`config.mk`:
```
export PLATFORM = sky130hd
export DESIGN_NAME = uart_frame_parser_flat
export DESIGN_NICKNAME = d
export VERILOG_FILES = /design/src/rtl/uart_frame_parser_if.sv /design/src/rtl/uart_frame_parser.sv /design/src/flat_wrapper.sv
export SDC_FILE = /design/constraint.sdc
export NUM_CORES = 1
export LEC_CHECK = 0
export CORE_MARGIN = 3
export CORE_UTILIZATION = 50
export DETAILED_ROUTE_END_ITERATION = 8
export PLACE_DENSITY = 0.78
export SLEW_MARGIN = 30
export SYNTH_ARGS = -nofsm -noshare
export SYNTH_HDL_FRONTEND = slang
export SYNTH_SLANG_ARGS = --single-unit
export TNS_END_PERCENT = 30
```
`constraint.sdc`:
```
create_clock -name clk -period 3.1 [get_ports clk]
set_input_delay 0.465 -clock clk [delete_from_list [all_inputs] [get_ports clk]]
set_output_delay 0.465 -clock clk [all_outputs]
set_load 0.02 [all_outputs]
```
`src/rtl/uart_frame_parser_if.sv`:
```
// Byte-in / buffer-write-out bundle of the UART frame parser.
interface uart_frame_parser_if #(
   parameter int NUMBER    = 256,
   parameter int LEN_BYTES = 1
);
   localparam int AW = $clog2(NUMBER);
   localparam int LW = 8 * LEN_BYTES;

   logic [7:0]    rx_data;
   logic          rx_valid;
   logic [7:0]    cmd_rx;
   logic [LW-1:0] len_rx;
   logic [7:0]    wr_data;
   logic [AW-1:0] wr_addr;
   logic          we;
   logic          rx_done;
   logic          rx_err;
   logic [1:0]    err_code;
   logic          busy;

   modport master (
      output rx_data, rx_valid,
      input  cmd_rx, len_rx, wr_data, wr_addr, we,
      input  rx_done, rx_err, err_code, busy
   );

   modport slave (
      input  rx_data, rx_valid,
      output cmd_rx, len_rx, wr_data, wr_addr, we,
      output rx_done, rx_err, err_code, busy
   );
endinterface

```
`src/rtl/uart_frame_parser.sv`:
```
// Frame parser: cmd, len, payload[len] (+ checksum when UART_FRAME_CHECKSUM_EN
// is defined); writes payload to the command buffer, flags done/error.
module uart_frame_parser #(
   parameter int CLOCK      = 50_000_000,
   parameter int BAUD       = 115_200,
   parameter int NUMBER     = 256,
   parameter int LEN_BYTES  = 1,
   parameter int RX_TIMEOUT = 2
) (
   input logic                clk,
   input logic                reset,
   uart_frame_parser_if.slave bus
);
   localparam int LW     = 8 * LEN_BYTES;
   localparam int AW     = $clog2(NUMBER);
   localparam int CW     = $clog2(NUMBER + 1);
   localparam int TO_LIM = RX_TIMEOUT * ((10 * CLOCK) / BAUD);
   localparam int TW     = $clog2(TO_LIM + 1);
   localparam logic [31:0] NUM32 = NUMBER;

`ifdef UART_FRAME_CHECKSUM_EN
   typedef enum logic [2:0] {IDLE, LEN, DATA, CSUM, DROP} state_t;
`else
   typedef enum logic [2:0] {IDLE, LEN, DATA, DROP} state_t;
`endif

   state_t        state_q, state_d;
   logic [CW-1:0] cnt_q, cnt_d;
   logic [LW-1:0] len_q, len_d, len_nx;
   logic [TW-1:0] to_q, to_d;
   logic [7:0]    cmd_q, cmd_d;
   logic [LW-1:0] len_rx_q, len_rx_d;
   logic [7:0]    wr_data_q, wr_data_d;
   logic [AW-1:0] wr_addr_q, wr_addr_d;
   logic          we_q, we_d;
   logic          done_q, done_d;
   logic          err_q, err_d;
   logic [1:0]    code_q, code_d;
   logic          busy_q;
   logic          expire;
`ifdef UART_FRAME_CHECKSUM_EN
   logic [7:0]    sum_q, sum_d;
`endif

   always_comb begin
      state_d   = state_q;
      cnt_d     = cnt_q;
      len_d     = len_q;
      to_d      = to_q;
      cmd_d     = cmd_q;
      len_rx_d  = len_rx_q;
      wr_data_d = wr_data_q;
      wr_addr_d = wr_addr_q;
      we_d      = 1'b0;
      done_d    = 1'b0;
      err_d     = 1'b0;
      code_d    = code_q;
`ifdef UART_FRAME_CHECKSUM_EN
      sum_d     = sum_q;
`endif
      // Length bytes arrive LSB first: shift each new byte in at the top.
      len_nx = LW'({bus.rx_data, len_q} >> 8);
      expire = (state_q != IDLE) && !bus.rx_valid
               && (to_q == TW'(TO_LIM - 1));
      if (state_q != IDLE)
         to_d = bus.rx_valid ? '0 : to_q + TW'(1);

      unique case (state_q)
         IDLE: begin
            if (bus.rx_valid) begin
               cmd_d   = bus.rx_data;
               cnt_d   = '0;
               len_d   = '0;
               to_d    = '0;
               state_d = LEN;
`ifdef UART_FRAME_CHECKSUM_EN
               sum_d   = bus.rx_data;
`endif
            end
         end
         LEN: begin
            if (bus.rx_valid) begin
               len_d = len_nx;
               cnt_d = cnt_q + CW'(1);
`ifdef UART_FRAME_CHECKSUM_EN
               sum_d = sum_q + bus.rx_data;
`endif
               if (cnt_q == CW'(LEN_BYTES - 1)) begin
                  cnt_d = '0;
                  if (32'(len_nx) > NUM32) begin
                     err_d   = 1'b1;
                     code_d  = 2'd3;
                     state_d = DROP;
                  end else if (len_nx == '0) begin
`ifdef UART_FRAME_CHECKSUM_EN
                     state_d  = CSUM;
`else
                     done_d   = 1'b1;
                     len_rx_d = len_nx;
                     code_d   = 2'd0;
                     state_d  = IDLE;
`endif
                  end else begin
                     state_d = DATA;
                  end
               end
            end
         end
         DATA: begin
            if (bus.rx_valid) begin
               wr_data_d = bus.rx_data;
               wr_addr_d = cnt_q[AW-1:0];
               we_d      = 1'b1;
               cnt_d     = cnt_q + CW'(1);
`ifdef UART_FRAME_CHECKSUM_EN
               sum_d     = sum_q + bus.rx_data;
`endif
               if (32'(cnt_q) + 32'd1 == 32'(len_q)) begin
                  cnt_d = '0;
`ifdef UART_FRAME_CHECKSUM_EN
                  state_d  = CSUM;
`else
                  done_d   = 1'b1;
                  len_rx_d = len_q;
                  code_d   = 2'd0;
                  state_d  = IDLE;
`endif
               end
            end
         end
`ifdef UART_FRAME_CHECKSUM_EN
         CSUM: begin
            if (bus.rx_valid) begin
               state_d = IDLE;
               if (bus.rx_data == ~sum_q) begin
                  done_d   = 1'b1;
                  len_rx_d = len_q;
                  code_d   = 2'd0;
               end else begin
                  err_d  = 1'b1;
                  code_d = 2'd1;
               end
            end
         end
`endif
         DROP: ;
         default: state_d = IDLE;
      endcase

      // DROP already reported its overflow, so its expiry is silent.
      if (expire) begin
         state_d = IDLE;
         cnt_d   = '0;
         to_d    = '0;
         if (state_q != DROP) begin
            err_d  = 1'b1;
            code_d = 2'd2;
         end
      end
   end

   always_ff @(posedge clk) begin
      if (reset) begin
         state_q   <= IDLE;
         cnt_q     <= '0;
         len_q     <= '0;
         to_q      <= '0;
         cmd_q     <= '0;
         len_rx_q  <= '0;
         wr_data_q <= '0;
         wr_addr_q <= '0;
         we_q      <= 1'b0;
         done_q    <= 1'b0;
         err_q     <= 1'b0;
         code_q    <= '0;
         busy_q    <= 1'b0;
`ifdef UART_FRAME_CHECKSUM_EN
         sum_q     <= '0;
`endif
      end else begin
         state_q   <= state_d;
         cnt_q     <= cnt_d;
         len_q     <= len_d;
         to_q      <= to_d;
         cmd_q     <= cmd_d;
         len_rx_q  <= len_rx_d;
         wr_data_q <= wr_data_d;
         wr_addr_q <= wr_addr_d;
         we_q      <= we_d;
         done_q    <= done_d;
         err_q     <= err_d;
         code_q    <= code_d;
         busy_q    <= (state_d != IDLE);
`ifdef UART_FRAME_CHECKSUM_EN
         sum_q     <= sum_d;
`endif
      end
   end

   assign bus.cmd_rx   = cmd_q;
   assign bus.len_rx   = len_rx_q;
   assign bus.wr_data  = wr_data_q;
   assign bus.wr_addr  = wr_addr_q;
   assign bus.we       = we_q;
   assign bus.rx_done  = done_q;
   assign bus.rx_err   = err_q;
   assign bus.err_code = code_q;
   assign bus.busy     = busy_q;
endmodule

```
`src/flat_wrapper.sv`:
```
// flat-port wrapper written by rule: the top's interface ports become plain ports
module uart_frame_parser_flat 
#(
   parameter int CLOCK      = 50_000_000,
   parameter int BAUD       = 115_200,
   parameter int NUMBER     = 256,
   parameter int LEN_BYTES  = 1,
   parameter int RX_TIMEOUT = 2
)
  (clk, reset, bus_rx_data, bus_rx_valid, bus_cmd_rx, bus_len_rx, bus_wr_data, bus_wr_addr, bus_we, bus_rx_done, bus_rx_err, bus_err_code, bus_busy);
  uart_frame_parser_if #(.NUMBER(NUMBER), .LEN_BYTES(LEN_BYTES)) bus_i ();
  input logic clk;
  input logic reset;
  input wire logic [$bits(bus_i.rx_data)-1:0] bus_rx_data;
  input wire logic [$bits(bus_i.rx_valid)-1:0] bus_rx_valid;
  output wire logic [$bits(bus_i.cmd_rx)-1:0] bus_cmd_rx;
  output wire logic [$bits(bus_i.len_rx)-1:0] bus_len_rx;
  output wire logic [$bits(bus_i.wr_data)-1:0] bus_wr_data;
  output wire logic [$bits(bus_i.wr_addr)-1:0] bus_wr_addr;
  output wire logic [$bits(bus_i.we)-1:0] bus_we;
  output wire logic [$bits(bus_i.rx_done)-1:0] bus_rx_done;
  output wire logic [$bits(bus_i.rx_err)-1:0] bus_rx_err;
  output wire logic [$bits(bus_i.err_code)-1:0] bus_err_code;
  output wire logic [$bits(bus_i.busy)-1:0] bus_busy;
  assign bus_i.rx_data = bus_rx_data;
  assign bus_i.rx_valid = bus_rx_valid;
  assign bus_cmd_rx = bus_i.cmd_rx;
  assign bus_len_rx = bus_i.len_rx;
  assign bus_wr_data = bus_i.wr_data;
  assign bus_wr_addr = bus_i.wr_addr;
  assign bus_we = bus_i.we;
  assign bus_rx_done = bus_i.rx_done;
  assign bus_rx_err = bus_i.rx_err;
  assign bus_err_code = bus_i.err_code;
  assign bus_busy = bus_i.busy;
  uart_frame_parser #(.CLOCK(CLOCK), .BAUD(BAUD), .NUMBER(NUMBER), .LEN_BYTES(LEN_BYTES), .RX_TIMEOUT(RX_TIMEOUT)) u_core (.clk(clk), .reset(reset), .bus(bus_i));
endmodule
```
After elaboration in Yosys (flattened, before gate mapping)
Cells that the tools add are included.

word-level totals
  flip-flop bits (word level) = 72
  input port bits = 11
  memories = 0
  latch bits = 0
  word-level logic and storage cells = 92
  RAM bits = 0
  ROM bits = 0
  output and inout port bits = 38

operators by class
  reduce and logical (&&, ||, !) cells = 19
  magnitude comparators = 0
  eq/ne operators = 12
  mux-type cells = 43
  bitwise logic cells = 2
  $mul = 0
  shift operators = 0
  div/mod/pow operators = 0
  $add $sub $neg = 3

operators with widths
  cell                                                                    number
  14-bit 2-to-1 mux                                                       4
  8-bit 2-to-1 mux                                                        7
  9-bit 2-to-1 mux                                                        5
  32-bit by 8-bit equality test with 1-bit output                         1
  8-bit one-hot mux with 2 select lines                                   2
  9-bit one-hot mux with 3 select lines                                   1
  3-bit 2-to-1 mux                                                        6
  2-bit 2-to-1 mux                                                        8
  14-bit by 1-bit adder with 14-bit output (second input constant)        1
  14-bit equality test (second input constant)                            1
  3-bit one-hot mux with 4 select lines                                   1
  9-bit by 1-bit adder with 10-bit output (second input constant)         1
  9-bit by 1-bit adder with 9-bit output (second input constant)          1
  9-bit logical NOT                                                       1
  3-bit nonzero test                                                      3
  8-bit logical NOT                                                       1
  1-bit 2-to-1 mux                                                        7
  3-bit by 2-bit equality test with 1-bit output (second input constant)  2
  2-bit by 1-bit != test with 1-bit output (second input constant)        3
  2-bit != test (second input constant)                                   3
  6-bit AND reduction                                                     1
  2-bit OR reduction                                                      3
  2-bit one-hot mux with 2 select lines                                   1
  2-bit AND reduction                                                     2
  other kinds (10)                                                        13

Logic depth before layout (Yosys ltp)
  word-level depth = 7
  depth in mapped cells = 10
  gate-level depth less buffers = 8

Least setup slack after synthesis
Ideal clock, no wire load.

  path kind = flip-flop to flip-flop
  start = register u_core.cnt_q[0]
  end = register u_core.len_rx_q[0], in the netlist u_core.bus.len_rx[0]
  path slack = 0.742 ns
  buffers on the path = 2
  cell stages (with the launch flop) = 11
  setup time = 0.121 ns
  arrival = 2.236 ns
  data required time = 2.979 ns
  period minus slack after synthesis = 2.358 ns
  cell sequence = dfxtp_1 buf_4 inv_1 ha_1 xnor2_1 nand2_1 nor4b_2 nand4_1 o31a_1 buf_6 mux2_4

on the way
  word-level cells in the longest chain between the ends = 4
  elaborated cells between the ends (all ways) = 6
  classes of those cells = add/sub: 1; eq/ne: 3; reduce/logical: 2

ends and longest elaborated chain
  what                                                       RTL line                  RTL
  from (decl)                                                uart_frame_parser.sv:28   logic [CW-1:0] cnt_q, cnt_d;
  from (signal assigned)                                     uart_frame_parser.sv:182  cnt_q <= cnt_d;
  9-bit by 1-bit adder with 10-bit output                    uart_frame_parser.sv:118  if (32'(cnt_q) + 32'd1 == 32'(len_q)) begin
  32-bit by 8-bit equality test with 1-bit output            uart_frame_parser.sv:118
  2-bit by 1-bit != test with 1-bit output (no source line)  n/a
  6-bit AND reduction (no source line) *                     n/a
  to (signal assigned)                                       uart_frame_parser.sv:186  len_rx_q <= len_rx_d;
  to (decl)                                                  uart_frame_parser.sv:32   logic [LW-1:0] len_rx_q, len_rx_d;

Every way passes the cells marked *; elsewhere a longest branch is shown, timed or not.
A chain may end at the register's enable or synchronous reset.

Worst setup path after layout
  start = register u_core.cnt_q[0]
  end = register u_core.len_rx_q[5], in the netlist u_core.bus.len_rx[5]

Same word-level chain as after synthesis.

==> results.cfg <==
[synthesis]
synthArstFlopShare = 0
synth-adder-area-share = 0.0107
synth-compound-area-share = 0.141
seq_area_frac_synth = 0.409
synth_nets = 442
synth_edf_count = 0
synthesis.area_um2 = 3520
synth_top_family_by_area = simple AND/OR/NAND/NOR gates
synth_warnings = 0
synth_simple_gate_area_share = 0.271
syn_avg_cell_area_um2 = 8.23
synth.mux.area_fraction = 0.0629
synthFlopType = dfxtp_1
ys_types = 52
ys_seq_elements = 72
yosys.area_share.xor_xnor = 0.0568
synthCells = 428

[power_and_ir_drop]
p_sw_uw = 476
seq_power_share = 0.494
internal_power_uw = 1450
power_frac_clock = 0.435
power_density_nw_per_um2 = 449
power_leakage_uw = 0.00154
peakVddDrop_mv = 0.324
comb_power_share = 0.070
p_sw_frac = 0.247

[sta]
max_freq_mhz = 371
setup_viol = 0
fin_ws_ns = 0.402
relSlewSlack = 0.610
period_needed_ns = 2.70
hold_viol = 0
fin_tns_setup_ns = 0
fin_crit_sh = 0.870
finClkSkew_ns = 0.00773
whs_ns = 0.458
slew_violations = 0
worst_pin_slew_ns = 0.582
rsz0062_at_grt = no

[clocking]
cts_hold_buf = 0
ctsResizeCount = 0
cts_inserted_buffers = 9
cts_max_path_buffers = 2
path_clk_slew_ns = 0.08
cts-htree-levels = 3
clk_latency_ns = 0.35
cts_tree = yes
cts_sinks = 72
post_cts_buffers = 0
root_buffer = clkbuf_8

[global_routing]
grt_overflow = 0
antenna_found_initial = 0
track_usage = 0.221
grt_max_degree = 52
grt_pass1_vias = 3056
grt_pass1_wl_mm = 14.8

[min_path]
hold_path_startpoint = u_core.bus.cmd_rx[3]
hold_path.class = flop to flop
hold_path_depth = 2
hold_end = u_core.bus.cmd_rx[3]

[placed_design]
hpwl_mm = 5.98
dp.cells = 551
gp_congestion = 0.946
portBuffers = 48
detailedPlace.worstSlack_ns = 0.418
dpl_cell_area_um2 = 4070

[routing]
antenna_left = 0
wl_mm = 8.68
vias_per_cell = 5.61
drt_iter0_markers = 142
wire_per_inst_um = 15.3
drt_pass1_iterations = 4
drc = 0
num_vias = 3183

[setup_path]
cp.arrival_ns = 2.95
max_stage_delay_ns = 0.55
cp-start-kind = flop
r2r-start = u_core.cnt_q[0]
worst_r2r_path_depth = 8
critPathMaxFanout = 12
cp.required_ns = 3.35
r2r_end = u_core.bus.len_rx[5]
critPathSlowestCell = dfxtp_1
cp-end-kind = flop
critPathKind = flop to flop
crit_chain = ha_1 > and3_2 > a21oi_1 > nor4b_2 > nand4_1 > o31a_1 > buf_4 > mux2_4
r2r_slack_ns = 0.40

[cells_and_area]
syn_to_final_growth_pct = 21.9
most-common-layout-cells = nand2_1, dfxtp_1, clkdlybuf4s50_1
fin_cells = 567
final_common_cell = nand2_1
num_antenna_cells = 0
drive_gt1_frac = 0.0970
final_nets = 483
final_cell_area_um2 = 4290

[floorplan]
die_h_um = 89.9
die_w_um = 89.9
core_um2 = 6570
rows = 29
dieArea_um2 = 8090
initial_core_util = 0.536
ios = 49

[flow_run]
drv_cap = 0

[run_status]
status = complete, no violations
-- cells by family (layout without fill, tap and decap cells) --
family,Yosys count,count (layout)
xor+xnor,22,22
simple gates,198,198
other cells,1,1
mux,18,18
flops,72,72
buf+inv,36,82
fa+ha+maj,3,3
compound gates,78,78
-- worst max path at each step --
stage / endpoint / start / cells past startpoint
final: u_core.bus.len_rx[5] / u_core.cnt_q[0] / 8
after global routing: u_core.bus.len_rx[3] / u_core.cnt_q[0] / 8
after CTS: u_core.bus.len_rx[7] / u_core.cnt_q[0] / 8
after detailed placement: u_core.bus.len_rx[3] / u_core.cnt_q[0] / 8
after global placement: u_core.bus.len_rx[6] / u_core.cnt_q[0] / 8
after floorplan: u_core.bus.len_rx[0] / u_core.cnt_q[0] / 10
-- layer usage --
| metal | global-route usage | up-vias | wire, µm |
|---|---|---|---|
| met5 | 0 | - | 0 |
| met4 | 0.0714 | 0 | 146 |
| met3 | 0.0609 | 15 | 476 |
| met2 | 0.345 | 111 | 4070 |
| met1 | 0.298 | 1500 | 3980 |
| li1 | - | 1557 | - |
-- per-stage QoR --
step | total power, µW | util
final | 1930 | 0.654
after floorplan | 1050 | -
after global placement | 1110 | 0.619
after detailed placement | 1110 | 0.619
after CTS | 1940 | 0.654
after global routing | 2000 | 0.654
-- state kept, by name (all words and copies together) (netlist names) --
name / flops
u_core.bus.busy: 1
u_core.bus.cmd_rx: 8
u_core.bus.err_code: 2
u_core.bus.len_rx: 8
u_core.bus.rx_done: 1
u_core.bus.rx_err: 1
u_core.bus.we: 1
u_core.bus.wr_addr: 8
u_core.bus.wr_data: 8
u_core.cnt_q: 9
u_core.len_q: 8
u_core.state_q: 3
u_core.to_q: 14
-- power by group through the flow --
stage / registers, µW / clock network [µW] / logic [µW]
2_1_floorplan: 973 / 0 / 77.7
3_5_place_dp: 975 / 0 / 133
3_3_place_gp: 974 / 0 / 132
4_1_cts: 953 / 854 / 135
6_report: 954 / 840 / 136
5_1_grt: 956 / 896 / 148
-- layout make-up --
cell class	count	area [µm²]
inverters	6	22.5
multi-input cells	320	1920
clock inverters	7	103
repair buffers	60	571
clock buffers	9	124
fillers	554	2270
well taps	93	116
flip-flops and latches	72	1440
-- cell usage after synthesis, types with 4 or more instances --
cell | count | share of area
a21boi_0 | 4 | 0.0085
a21oi_1 | 39 | 0.055
and2_1 | 8 | 0.014
and3_1 | 5 | 0.0089
buf_2 | 6 | 0.0085
clkbuf_1 | 20 | 0.021
dfxtp_1 | 72 | 0.41
inv_1 | 6 | 0.0064
mux2_4 | 8 | 0.034
mux2i_1 | 9 | 0.026
nand2_1 | 73 | 0.078
nand3_1 | 23 | 0.033
nand4_1 | 7 | 0.012
nor2_1 | 39 | 0.042
nor2b_1 | 15 | 0.027
nor3_1 | 6 | 0.0085
nor4_1 | 5 | 0.0089
o211ai_1 | 4 | 0.0085
o21ai_0 | 5 | 0.0071
o311ai_0 | 8 | 0.020
xnor2_1 | 11 | 0.027
xor2_1 | 10 | 0.025
-- critical path, delay by kind of cell (launching register included) --
family / cells / cell delay, ns
buf+inv: 1 / 0.19
compound gates: 2 / 0.40
mux: 1 / 0.30
simple gates: 3 / 0.68
flops: 1 / 0.55
fa+ha+maj: 1 / 0.47
(Power assumes the default switching activity.)
